[config.mk]
export PLATFORM = sky130hd
export DESIGN_NAME = rtc_set_entry
export DESIGN_NICKNAME = d
export VERILOG_FILES = /design/src/rtl/rtc_set_entry.sv
export SDC_FILE = /design/constraint.sdc
export NUM_CORES = 1
export LEC_CHECK = 0
export BUFFER_PORTS_ARGS = -buffer_cell sky130_fd_sc_hd__buf_2
export CELL_PAD_IN_SITES_DETAIL_PLACEMENT = 1
export CELL_PAD_IN_SITES_GLOBAL_PLACEMENT = 1
export CORE_UTILIZATION = 40
export DETAILED_ROUTE_END_ITERATION = 7
export MAX_ROUTING_LAYER = met4
export PLACE_DENSITY = 0.74
export REMOVE_ABC_BUFFERS = 1
export SYNTH_ARGS = -nofsm -noshare
export SYNTH_HDL_FRONTEND = slang
export SYNTH_SLANG_ARGS = --single-unit
[constraint.sdc]
create_clock -name CLOCK_50 -period 2.9 [get_ports CLOCK_50]
set_input_delay 0.29 -clock CLOCK_50 [delete_from_list [all_inputs] [get_ports CLOCK_50]]
set_output_delay 0.29 -clock CLOCK_50 [all_outputs]
set_load 0.01 [all_outputs]
[src/rtl/rtc_set_entry.sv]
// Digit-by-digit HH:MM:SS entry for an RTC. Each keyed BCD digit is range-checked
// against its position; a completed session emits a one-cycle load with binary values.
module rtc_set_entry #(
    parameter int unsigned HOUR_MAX = 23
) (
    input  logic       CLOCK_50,
    input  logic       rst,
    input  logic       key_start,
    input  logic       key_enter,
    input  logic       key_cancel,
    input  logic [3:0] digit,
    output logic [5:0] hour_load,
    output logic [5:0] min_load,
    output logic [5:0] sec_load,
    output logic       load,
    output logic       busy,
    output logic [2:0] pos,
    output logic       entry_err
);

    // State codes double as the entry position, so pos needs no decode for H_T..S_O.
    localparam logic [2:0] StHTens  = 3'd0;
    localparam logic [2:0] StHOnes  = 3'd1;
    localparam logic [2:0] StMTens  = 3'd2;
    localparam logic [2:0] StMOnes  = 3'd3;
    localparam logic [2:0] StSTens  = 3'd4;
    localparam logic [2:0] StSOnes  = 3'd5;
    localparam logic [2:0] StCommit = 3'd6;
    localparam logic [2:0] StIdle   = 3'd7;

    logic [2:0] state_q, state_d;
    logic [3:0] ht_q, ho_q, mt_q, mo_q, st_q, so_q;
    logic [5:0] hour_q, min_q, sec_q;
    logic       err_q;
    logic       digit_ok;
    logic       accept;
    logic       reject;
    logic [5:0] hour_now, min_now, sec_now;

    always_comb begin
        digit_ok = 1'b0;
        if (digit <= 4'd9) begin
            case (state_q)
                StHTens:          digit_ok = (7'(digit) * 7'd10) <= 7'(HOUR_MAX);
                StHOnes:          digit_ok = (7'(ht_q) * 7'd10 + 7'(digit)) <= 7'(HOUR_MAX);
                StMTens, StSTens: digit_ok = (digit <= 4'd5);
                StMOnes, StSOnes: digit_ok = 1'b1;
                default:          digit_ok = 1'b0;
            endcase
        end
    end

    // Cancel outranks enter, so a rejected digit never flags alongside an abort.
    always_comb begin
        state_d = state_q;
        accept  = 1'b0;
        reject  = 1'b0;
        case (state_q)
            StIdle: begin
                if (key_start) state_d = StHTens;
            end
            StCommit: state_d = StIdle;
            default: begin
                if (key_cancel) begin
                    state_d = StIdle;
                end else if (key_enter) begin
                    if (digit_ok) begin
                        accept  = 1'b1;
                        state_d = state_q + 3'd1;
                    end else begin
                        reject = 1'b1;
                    end
                end
            end
        endcase
    end

    assign hour_now = 6'(7'(ht_q) * 7'd10 + 7'(ho_q));
    assign min_now  = 6'(7'(mt_q) * 7'd10 + 7'(mo_q));
    assign sec_now  = 6'(7'(st_q) * 7'd10 + 7'(so_q));

    always_ff @(posedge CLOCK_50) begin
        if (rst) begin
            state_q <= StIdle;
            err_q   <= 1'b0;
            ht_q    <= 4'd0;
            ho_q    <= 4'd0;
            mt_q    <= 4'd0;
            mo_q    <= 4'd0;
            st_q    <= 4'd0;
            so_q    <= 4'd0;
            hour_q  <= 6'd0;
            min_q   <= 6'd0;
            sec_q   <= 6'd0;
        end else begin
            state_q <= state_d;
            err_q   <= reject;
            if (state_q == StIdle && key_start) begin
                ht_q <= 4'd0;
                ho_q <= 4'd0;
                mt_q <= 4'd0;
                mo_q <= 4'd0;
                st_q <= 4'd0;
                so_q <= 4'd0;
            end
            if (accept) begin
                case (state_q)
                    StHTens: ht_q <= digit;
                    StHOnes: ho_q <= digit;
                    StMTens: mt_q <= digit;
                    StMOnes: mo_q <= digit;
                    StSTens: st_q <= digit;
                    default: so_q <= digit;
                endcase
            end
            if (state_q == StCommit) begin
                hour_q <= hour_now;
                min_q  <= min_now;
                sec_q  <= sec_now;
            end
        end
    end

    // During COMMIT the fresh values are shown directly so they are valid with load.
    assign load      = (state_q == StCommit);
    assign busy      = (state_q != StIdle);
    assign pos       = load ? 3'd5 : state_q;
    assign entry_err = err_q;
    assign hour_load = load ? hour_now : hour_q;
    assign min_load  = load ? min_now  : min_q;
    assign sec_load  = load ? sec_now  : sec_q;

endmodule

=== Word-level counts from Yosys, hierarchy flattened ===
Index checks and enable logic that the tools add are counted.

* Eq/ne operators: 9
* Multiplexer cells: 34
* Magnitude comparators: 4
* Div/mod/pow operators: 0
* Multipliers: 4
* Shifts and indexed selects: 0
* Reduce and logical (&&, ||, !) cells: 10
* Bitwise logic cells: 1
* Add/subtract/negate cells: 5

{| class="wikitable"
|+ Operator list
! cell !! count
|-
| 2-to-1 mux 4 bit || 18
|-
| adder 6 x 4 -> 6 bit || 3
|-
| 2-to-1 mux 6 bit || 3
|-
| 2-to-1 mux 3 bit || 5
|-
| <= comparator 7 x 5 -> 1 bit, second input constant || 2
|-
| == test 3 bit, second input constant || 4
|-
| multiplier 4 x 3 -> 6 bit, second input constant || 2
|-
| multiplier 4 x 3 -> 5 bit, second input constant || 2
|-
| OR reduction 5 bit || 2
|-
| nonzero test 4 bit || 2
|-
| adder 7 x 4 -> 7 bit || 1
|-
| == test 3 x 2 -> 1 bit, second input constant || 2
|-
| 2-to-1 mux 1 bit || 6
|-
| case mux 3 bit (2 select lines) || 1
|-
| OR reduction 2 bit || 3
|-
| <= comparator 4 x 3 -> 1 bit, second input constant || 1
|-
| <= comparator 4 bit, second input constant || 1
|-
| case mux 1 bit (4 select lines) || 1
|-
| adder 3 x 1 -> 3 bit, second input constant || 1
|-
| == test 3 x 1 -> 1 bit, second input constant || 1
|-
| logical NOT 3 bit || 1
|-
| inequality test 3 bit, second input constant || 1
|-
| AND reduction 3 bit || 1
|-
| inequality test 2 bit, second input constant || 1
|-
| other kinds (2) || 2
|}

* Bits in latches: 0
* Memories kept: 0
* Word-level logic and storage cells: 78
* Register bits after elaboration: 46
* RAM bits: 0
* ROM bits: 0

=== Logic depth before layout (Yosys ltp) ===
Gate-level depths: netlist of the first run.

* Depth in word-level cells: 10
* Gate-level depth with buffers: 11
* Mapped depth without buffers: 10

=== Worst setup path after synthesis of the first run ===
No wires, ideal clock.

* Path kind: register to register
* Start point: register ht_q[1]
* End point: register st_q[2]
* Data required time: 2.776 ns
* Clock period less this slack: 2.929 ns
* Stages on the path, launching flop included: 12
* Data arrival time: 2.805 ns
* Setup time: 0.124 ns
* Path buffers: 1
* Path slack: -0.029 ns
* Cells stage by stage: dfxtp_1 -> ha_1 -> ha_1 -> inv_1 -> fa_1 -> xor2_1 -> a21o_1 -> a2111o_1 -> o211a_2 -> or4_4 -> buf_6 -> mux2i_1

* Word-level cells in the longest chain between the ends: 10

{| class="wikitable"
|+ RTL lines
! item !! RTL line !! RTL
|-
| start: declaration || 32 || <nowiki>logic [3:0] ht_q, ho_q, mt_q, mo_q, st_q, so_q;</nowiki>
|-
| start signal: assignment || 108 || <nowiki>StHTens: ht_q <= digit;</nowiki>
|-
| multiplier 4 x 3 -> 6 bit || -- ||
|-
| adder 7 x 4 -> 7 bit || 45 || <nowiki>StHOnes: digit_ok = (7'(ht_q) * 7'd10 + 7'(digit)) <= 7'(HOUR_MAX);</nowiki>
|-
| <= comparator 7 x 5 -> 1 bit || 45 ||
|-
| case mux 1 bit (4 select lines) || 43 || <nowiki>case (state_q)</nowiki>
|-
| 2-to-1 mux 1 bit || 42 || <nowiki>if (digit <= 4'd9) begin</nowiki>
|-
| 2-to-1 mux 1 bit || 67 || <nowiki>if (digit_ok) begin</nowiki>
|-
| 2-to-1 mux 1 bit || 66 || <nowiki>end else if (key_enter) begin</nowiki>
|-
| 2-to-1 mux 1 bit || 64 || <nowiki>if (key_cancel) begin</nowiki>
|-
| 2-to-1 mux 1 bit || 58 || <nowiki>case (state_q)</nowiki>
|-
| 2-to-1 mux 4 bit || 106 || <nowiki>if (accept) begin</nowiki>
|-
| end signal: assignment || 112 || <nowiki>StSTens: st_q <= digit;</nowiki>
|-
| end: declaration || 32 ||
|}

Every way passes these cells.
A chain may end at the register's enable or synchronous reset.

=== Worst setup path in the final report of the first run ===
Ends and elaborated chain as after synthesis.

==> metrics.txt, run 1 <==
DRT Pass-1 Iters=4; worst skew pair latency=around 0.30 ns; Post-CTS Hold Buffers=0; Nets=between 400 and 500; Worst EP required=approximately 3 ns; Max VDD drop=between 200 and 250 µV; fillcell total=slightly above 800; CTS tree=yes; most frequent cell after synthesis=nand2_1; sequential fraction of the synthesis area=between 30% and 40%; Worst Setup Start Kind=flop; Detailed Place HPWL=4923 µm; CP peak stage delay=between 0.5 and 0.6 ns; Hold Path Class=input port to flop; status=finished with violations; Rows=30; failing checks=setup timing; RR Endpoint=st_q[2]; Yosys reg bits=46; Ant. Diodes=0; Syn Std Cell Area=~2800 µm²; starting DRC count in detailed routing=70; maximum root-to-sink buffer count=2; # placed instances=approximately 450; I/O pin cnt=33; detailed-route vias per instance=between 4 and 5; GR Overflow Total=0; CTS clk-pin slew, worst paths=~0.09 ns; DIE WIDTH=around 86 µm; ys async rst share=0%; critical path's slowest cell=or4_4; Cell Chain, Critical Path=ha_4 > ha_4 > inv_2 > fa_2 > xor2_2 > a21o_1 > a2111o_1 > o211a_4 > or4_4 > mux2i_1; Slew Limit Headroom=between 60% and 70%; core box area=6832 µm²; Cells after Synth=323; Placed Area=approximately 3100 µm²; Final Wtd Congestion=approximately 0.84; drt drc=0; die height=between 80 and 90 µm; HP Start=key_cancel; reg-to-reg setup timing slack=-0.02 ns; ys flop type=dfxtp_1; P_leak=0.001540 µW; final worst slack=-0.02494 ns; share of cells above drive strength 1=20.00%; Starting Density=41.47%; max cap viols=0; reg2reg start=ht_q[1]; CP dominant cell by count=ha_4; Non-Filler Instances=roughly 460; Final Hold Fails=0; Post-CTS Setup Inserts=0; CTS sink count=46; area added between synthesis and finish=16.74%; Tmin final=between 2 and 3 ns; crit-path max FO=6; Synth top area share=32.51%; final instance area=3307 µm²; Routed Antenna Nets=0; Power per Cell Area=between 400 and 500 nW/µm²; initial antenna violation count=0; Top delay family on crit path=adder cells; first-pass GRT wire length=around 11000 µm; per-cell routed wire length=14.52 µm; final setup fails=4; slew of the pin with the lowest slew margin=around 0.53 ns; crit path buf inv count=1; CTS root buffer=clkbuf_8; max-slew violation count=0; crit path kind=flop to flop; H-tree Lvls=2; f_max=between 0.3 and 0.4 GHz; Setup crit start=ht_q[1]; IO buf count=32; part of the cycle the worst path needs=100.9%; die area=between 7000 and 8000 µm²; vias in the first global route=between 2000 and 2500; Synth Area per Inst=8.770 µm²; area leader, netlist=dfxtp_1; top cells by area, synth=dfxtp_1, ha_1, nand2_1, mux2i_1, fa_1; hold path depth=2; worst slack, placed=-0.01804 ns; Fin Setup TNS=-0.07475 ns; synth warn=0; Unique masters post-synth=43; cts bufs inserted=5; CP arrival=around 3.1 ns; most common library cells after synthesis=nand2_1, dfxtp_1, ha_1, mux2i_1, inv_1; Layout Skew=0.01125 ns; largest net degree at the start of global routing=27; RSZ-0062 raised after global routing=yes; via count=roughly 2300; aggregate global-route resource usage=about a fifth; R2R depth=10; EDFF count, synth=0; WHS Endpoint=entry_err; critical path endpoint category=flop; Routed WL=about 6600 µm
[cells in the final DEF, fill, tap and decap left out, drive strengths merged]
master,instances
a2111o,1
a211oi,1
a21o,3
a21oi,10
a221oi,1
a22o,3
a22oi,3
a311oi,1
and3,1
buf,43
bufinv,1
clkbuf,6
clkinv,1
clkinvlp,1
dfxtp,46
fa,6
ha,31
inv,22
mux2,5
mux2i,24
nand2,68
nand2b,11
nand3,4
nand3b,1
nand4,1
nor2,13
nor2b,19
nor3b,1
nor4,1
nor4b,1
o211a,1
o211ai,1
o21ai,8
o311ai,1
o31ai,1
or3,3
or4,2
xnor2,9
xor2,4
[repair_timing]
item | in CTS | in global routing
pin swaps | 4 | 7
setup endpoints to repair | 5 | 24
cloned | 0 | 0
gates resized for setup | 3 | 11
[sequential cells by signal, indices dropped and copies added, names as in the netlist]
register   count
mo_q           4
min_q          6
ho_q           4
so_q           4
state_q        3
entry_err      1
st_q           4
mt_q           4
ht_q           4
hour_q         6
sec_q          6
[worst register-to-register path, delay by kind of cell (launching register included)]
family / cells / cell delay [ns]
compound gates: 3 / 0.77
xor+xnor: 1 / 0.20
fa+ha+maj: 3 / 0.77
buf+inv: 1 / 0.04
flops: 1 / 0.34
mux: 1 / 0.15
simple gates: 1 / 0.53
[worst max-delay path by stage]
stage	end	slack [ns]	cells past startpoint
after detailed placement	st_q[2]	-0.02	10
after CTS	st_q[2]	0.003	8
final	st_q[2]	-0.02	10
after global routing	ht_q[0]	-0.08	11
after global placement	st_q[0]	0.05	10
after floorplan	ht_q[0]	0.02	10
[stage by stage]
| stage | total power [µW] | hold WS, ns | utilization, % |
|---|---|---|---|
| 6_report | 1467 | 0.2142 | 48.41 |
| 5_1_grt | 1546 | 0.2095 | 48.41 |
| 4_1_cts | 1485 | 0.2119 | 47.75 |
| 3_5_place_dp | 995.1 | 0.4624 | 45.88 |
| 3_3_place_gp | 988.1 | 0.4505 | 45.88 |
| 2_1_floorplan | 861.8 | 0.3616 | - |
[report_power, final]
| part | internal (µW) | leakage, µW | switching, µW |
|---|---|---|---|
| Clock | 258 | 0.0000514 | 235 |
| Sequential | 641 | 0.000373 | 17.6 |
| Combinational | 117 | 0.00111 | 198 |
[metal layers]
metal	global-route usage [%]	vias up	wire, µm
met4	5.606	0	114
met5	-	-	0
met3	3.369	8	154
met1	25.36	1085	3163
li1	-	1136	-
met2	31.82	32	3191
[cells by family after synthesis]
kind of cell	count (synthesis)	share of synthesized area, %
and+or+nand+nor	126	21.56
DFF	46	32.51
buffers and inverters	37	5.212
adders and majority gates	37	17.93
AOI/OAI and AO/OA	35	8.304
muxes	29	10.47
xor gates and xnor gates	13	4.019
[layout make-up]
class / instances / area (µm²) / share of cell area [%]
multi-input combinational: 240 / 1819 / 55.01
sequential: 46 / 928.4 / 28.07
timing repair buffer: 43 / 242.7 / 7.340
tap: 96 / 120.1 / 3.632
inverter: 23 / 86.33 / 2.611
clock buffer: 6 / 72.57 / 2.194
clock inverter: 2 / 37.54 / 1.135
Power figures use the tool's default switching activity.
==> run 2, diff against run 1 <==
- CTS_BUF_LIST: unset -> sky130_fd_sc_hd__clkbuf_16
==> run 2 against run 1 <==
The run still ends with setup timing left. Largest power group is now the clock network. Fmax is 0.57% lower. Critical path depth unchanged. Utilization rose by 0.82 points. Critical path type unchanged. Hold slack better by 0.017 ns.
==> metrics.txt, run 2 (synthesis results as in run 1) <==
reg2reg start=ht_q[1]; largest net degree at the start of global routing=27; Tmin final=about 2.9 ns; IO buf count=32; crit path kind=flop to flop; part of the cycle the worst path needs=101.4%; CP arrival=slightly above 3 ns; maximum root-to-sink buffer count=2; Final Hold Fails=0; P_leak=between 0.0015 and 0.002 µW; vias in the first global route=between 2000 and 2500; first-pass GRT wire length=around 11000 µm; Rows=30; commonest non-fill, non-tap cell in the layout=nand2_1; CTS sink count=46; H-tree Lvls=2; GR Overflow Total=0; cts bufs inserted=5; starting DRC count in detailed routing=slightly above 80; per-cell routed wire length=14.88 µm; hold path depth=2; Ant. Diodes=0; met3 wire length=213 µm; RSZ-0062 raised after global routing=yes; area added between synthesis and finish=18.73%; f_max=approximately 0.34 GHz; worst slack, placed=-0.01804 ns; DIE WIDTH=86.16 µm; Hold Path Class=input port to flop; detailed-route vias per instance=~5; crit-path max FO=6; Final Util=49.23%; CTS root buffer=clkbuf_16; Starting Density=about two fifths; drt drc=0; Met2 Routed Length=between 3000 and 4000 µm; initial antenna violation count=0; slew of the pin with the lowest slew margin=0.5357 ns; die height=approximately 86 µm; worst skew pair latency=0.29 ns; Routed Antenna Nets=0; Final Wtd Congestion=0.8438; max-slew violation count=0; Worst Setup Start Kind=flop; via count=2285; WHS Endpoint=entry_err; Detailed Place HPWL=4923 µm; uppermost layer routed=met4; final setup fails=9; I/O pin cnt=33; biggest regs=hour_q (6), min_q (6), sec_q (6); Nets=approximately 400; Slew Limit Headroom=~64%; max cap viols=0; aggregate global-route resource usage=between 10% and 20%; final worst slack=-0.04161 ns; Max VDD drop=between 200 and 300 µV; DRT Pass-1 Iters=4; Placed Area=3134 µm²; critical path endpoint category=flop; Worst EP required=slightly above 3 ns; share of cells above drive strength 1=between 20% and 30%; most frequent cells in the layout=nand2_1, dfxtp_1, buf_2, ha_1, mux2i_1; Post-CTS Setup Inserts=0; status=finished with violations; Tot Pwr=between 1500 and 2000 µW; RR Endpoint=st_q[2]; R2R depth=10; die area=7423 µm²; Routed WL=6787 µm; Power per Cell Area=between 400 and 500 nW/µm²; HP Start=key_cancel; Routed met1 length=approximately 3300 µm; final instance area=3363 µm²; CTS clk-pin slew, worst paths=0.07 ns; core box area=a little under 7000 µm²; reg-to-reg setup timing slack=-0.04 ns; Layout Skew=between 0.003 and 0.004 ns; CTS tree=yes; Fin Setup TNS=-0.1661 ns; failing checks=setup timing
## run 2: worst max-delay path: stages, from the launching register on
cell,delay (ns)
dfxtp_2,0.34
ha_4,0.28
ha_4,0.12
inv_2,0.03
fa_2,0.38
xor2_2,0.20
a21o_1,0.16
a2111o_1,0.44
o211a_4,0.18
or4_4,0.54
mux2i_1,0.15
## run 2: timing repair
item,4_1_cts,5_1_grt
resized for setup,3,11
hold buffers,0,0
pin swaps,4,7
setup endpoints to repair,4,24
## run 2: metrics by stage
stage,hold WS [ns],instances
floorplan,0.3616,309
global placement,0.4505,448
detailed placement,0.4624,448
CTS,0.2322,456
global route,0.2343,456
finish,0.2308,456
## run 2: where the power goes
part           switching, µW  leakage [µW]  internal (µW)
clock network            258     0.0000812            404
registers               17.8      0.000373            641
logic                    201       0.00111            117
total                    476       0.00157           1160
## run 2: how the worst max path moves through the flow
| stage | startpoint | to | slack (ns) |
|---|---|---|---|
| after floorplan | ht_q[1] | ht_q[0] | 0.02 |
| after global placement | ht_q[1] | st_q[0] | 0.05 |
| after detailed placement | ht_q[1] | st_q[2] | -0.02 |
| after CTS | ht_q[0] | st_q[2] | 0.002 |
| after global routing | ht_q[1] | st_q[2] | -0.09 |
| final | ht_q[1] | st_q[2] | -0.04 |
## run 2: final cells by class
cell class,count,area [µm²]
repair buffers,43,242.7
clock inverters,3,41.29
multi-input cells,240,1819
inverters,23,86.33
well taps,96,120.1
fillers,826,3468
clock buffers,5,125.1
flip-flops and latches,46,928.4
## run 2: layer usage
metal | vias up | GRT usage, %
li1 | 1139 | -
met1 | 1101 | 25.10
met2 | 37 | 32.97
met3 | 8 | 2.984
met4 | 0 | 5.455
met5 | - | -
==> run 3, diff against run 2 <==
--- a/config.mk
+++ b/config.mk
@@ -10,2 +10,3 @@
 export CELL_PAD_IN_SITES_GLOBAL_PLACEMENT = 1
+export CORE_ASPECT_RATIO = 1.75
 export CORE_UTILIZATION = 40
--- a/constraint.sdc
+++ b/constraint.sdc
@@ -3,2 +3,2 @@
 set_output_delay 0.29 -clock CLOCK_50 [all_outputs]
-set_load 0.01 [all_outputs]
+set_load 0.05 [all_outputs]
==> run 3 against run 2 <==
Highest routed layer unchanged. Critical path depth unchanged. Design area up 0.52%. First-iteration DRC count down 49%. The flow now finishes without violations.
==> metrics.txt, run 3 (synthesis results as in run 1) <==
drt drc=0; Rows=40; Worst Setup Start Kind=flop; f_max=approximately 0.35 GHz; largest net degree at the start of global routing=27; uppermost layer routed=met4; final worst slack=between 0.002 and 0.0025 ns; Cell Chain, Critical Path=ha_4 > ha_4 > inv_2 > fa_2 > xor2_2 > a21o_1 > a2111o_1 > o211a_4 > or4_4 > mux2i_1; per-cell routed wire length=between 15 and 20 µm; met3 wire length=between 100 and 150 µm; Power per Cell Area=532.9 nW/µm²; max cap viols=0; Clock Power Share=~41%; # placed instances=approximately 440; share of cells above drive strength 1=roughly a fifth; vias in the first global route=about 2500; aggregate global-route resource usage=a little over a fifth; crit-path max FO=7; initial antenna violation count=0; Nets=around 410; CP dominant cell by count=ha_4; most frequent cells in the layout=nand2_1, dfxtp_1, buf_2, ha_1, mux2i_1; part of the cycle the worst path needs=around 100%; Final Wtd Congestion=a little over 0.8; biggest regs=hour_q (6), min_q (6), sec_q (6); CTS tree=yes; Slew Limit Headroom=~67%; CP arrival=3.06 ns; Worst EP required=approximately 3 ns; crit path buf inv count=1; hold path depth=2; CTS clk-pin slew, worst paths=approximately 0.06 ns; CTS root buffer=clkbuf_16; CP Depth=10; Ant. Diodes=0; Hold WS=roughly 0.24 ns; R2R depth=10; DIE WIDTH=~66 µm; switch share=between 30% and 40%; IO buf count=32; CTS sink count=46; P_leak=between 0.0015 and 0.002 µW; commonest non-fill, non-tap cell in the layout=nand2_1; CP peak stage delay=0.54 ns; maximum root-to-sink buffer count=2; Top delay family on crit path=compound AO/OA/AOI/OAI gates; Detailed Place HPWL=~5400 µm; slew of the pin with the lowest slew margin=a little under 0.5 ns; Max VDD drop=between 500 and 600 µV; combinational power share=21.8%; Final Hold Fails=0; cts bufs inserted=5; Hold Path Class=input port to flop; final setup fails=0; Placed Area=about 3100 µm²; Non-Filler Instances=444; final instance area=between 3000 and 4000 µm²; Starting Density=about two fifths; Post-CTS Hold Buffers=0; die area=between 7000 and 8000 µm²; Setup crit start=ht_q[1]; Layout Skew=between 0.008 and 0.009 ns; RSZ-0062 raised after global routing=yes; critical path endpoint category=flop; DRT Pass-1 Iters=4; core box area=6857 µm²; Routed WL=7202 µm; first-pass GRT wire length=around 12000 µm; reg-to-reg setup timing slack=around 0.0021 ns; max-slew violation count=0; Fin Setup TNS=0 ns; starting DRC count in detailed routing=42; P_int=approximately 1200 µW; GR Overflow Total=0; reg2reg start=ht_q[1]; Tmin final=around 2.9 ns; RR Endpoint=st_q[3]; via count=2319; area added between synthesis and finish=19.35%; I/O pin cnt=33; Routed met1 length=2762 µm; worst slack, placed=-0.1245 ns; critical path's slowest cell=or4_4; detailed-route vias per instance=between 5 and 6; crit path kind=flop to flop; die height=about 110 µm; Reg power frac=a little under two fifths; status=finished, final reports clean; worst skew pair latency=approximately 0.29 ns; H-tree Lvls=2; Met2 Routed Length=roughly 4200 µm; Critical Path End=st_q[3]; Routed Antenna Nets=0; Net Sw Power=554.2 µW
==> run 3: layout make-up <==
| type | instances | area (µm²) |
|---|---|---|
| fillers | 825 | 3476 |
| clock inverters | 3 | 63.81 |
| clock buffers | 5 | 125.1 |
| flip-flops and latches | 46 | 925.9 |
| multi-input cells | 240 | 1832 |
| repair buffers | 43 | 242.7 |
| inverters | 23 | 86.33 |
| well taps | 84 | 105.1 |
==> run 3: how the worst min path moves through the flow <==
stage / startpoint / endpoint / slack [ns]
final: key_cancel / entry_err / 0.24
after global routing: key_cancel / entry_err / 0.25
after CTS: key_cancel / entry_err / 0.23
after detailed placement: ho_q[0] / ho_q[0] / 0.46
after global placement: ho_q[1] / ho_q[1] / 0.45
after floorplan: rst / hour_q[0] / 0.36
==> run 3: through the flow <==
stage,util (%),total power (µW)
finish,49.31,1802
global route,49.31,1876
CTS,49.11,1813
detailed placement,45.38,1062
global placement,45.38,1052
floorplan,-,931.3
==> run 3: worst reg2reg max path, cell delays in order, from the launching register on <==
cell and delay (ns):
dfxtp_2 0.34, ha_4 0.27, ha_4 0.12, inv_2 0.03, fa_2 0.35, xor2_2 0.20, a21o_1 0.15, a2111o_1 0.44
o211a_4 0.20, or4_4 0.54, mux2i_1 0.14
==> run 3: repair_timing <==
item,4_1_cts,5_1_grt
setup endpoints to repair,24,20
gates resized for setup,14,2
buffers inserted,1,0
pin swaps,7,4
==> run 3: power groups by stage <==
stage	clock network [µW]	logic (µW)	registers (µW)
6_report	747	393	662
5_1_grt	783	429	664
4_1_cts	758	394	661
3_5_place_dp	0	386	676
3_3_place_gp	0	377	675
2_1_floorplan	0	247	685
==> run 3: layer usage <==
metal,vias up,GRT usage [%]
met2,32,42.20
met1,1139,21.99
li1,1137,-
met5,-,-
met4,0,7.246
met3,11,2.117
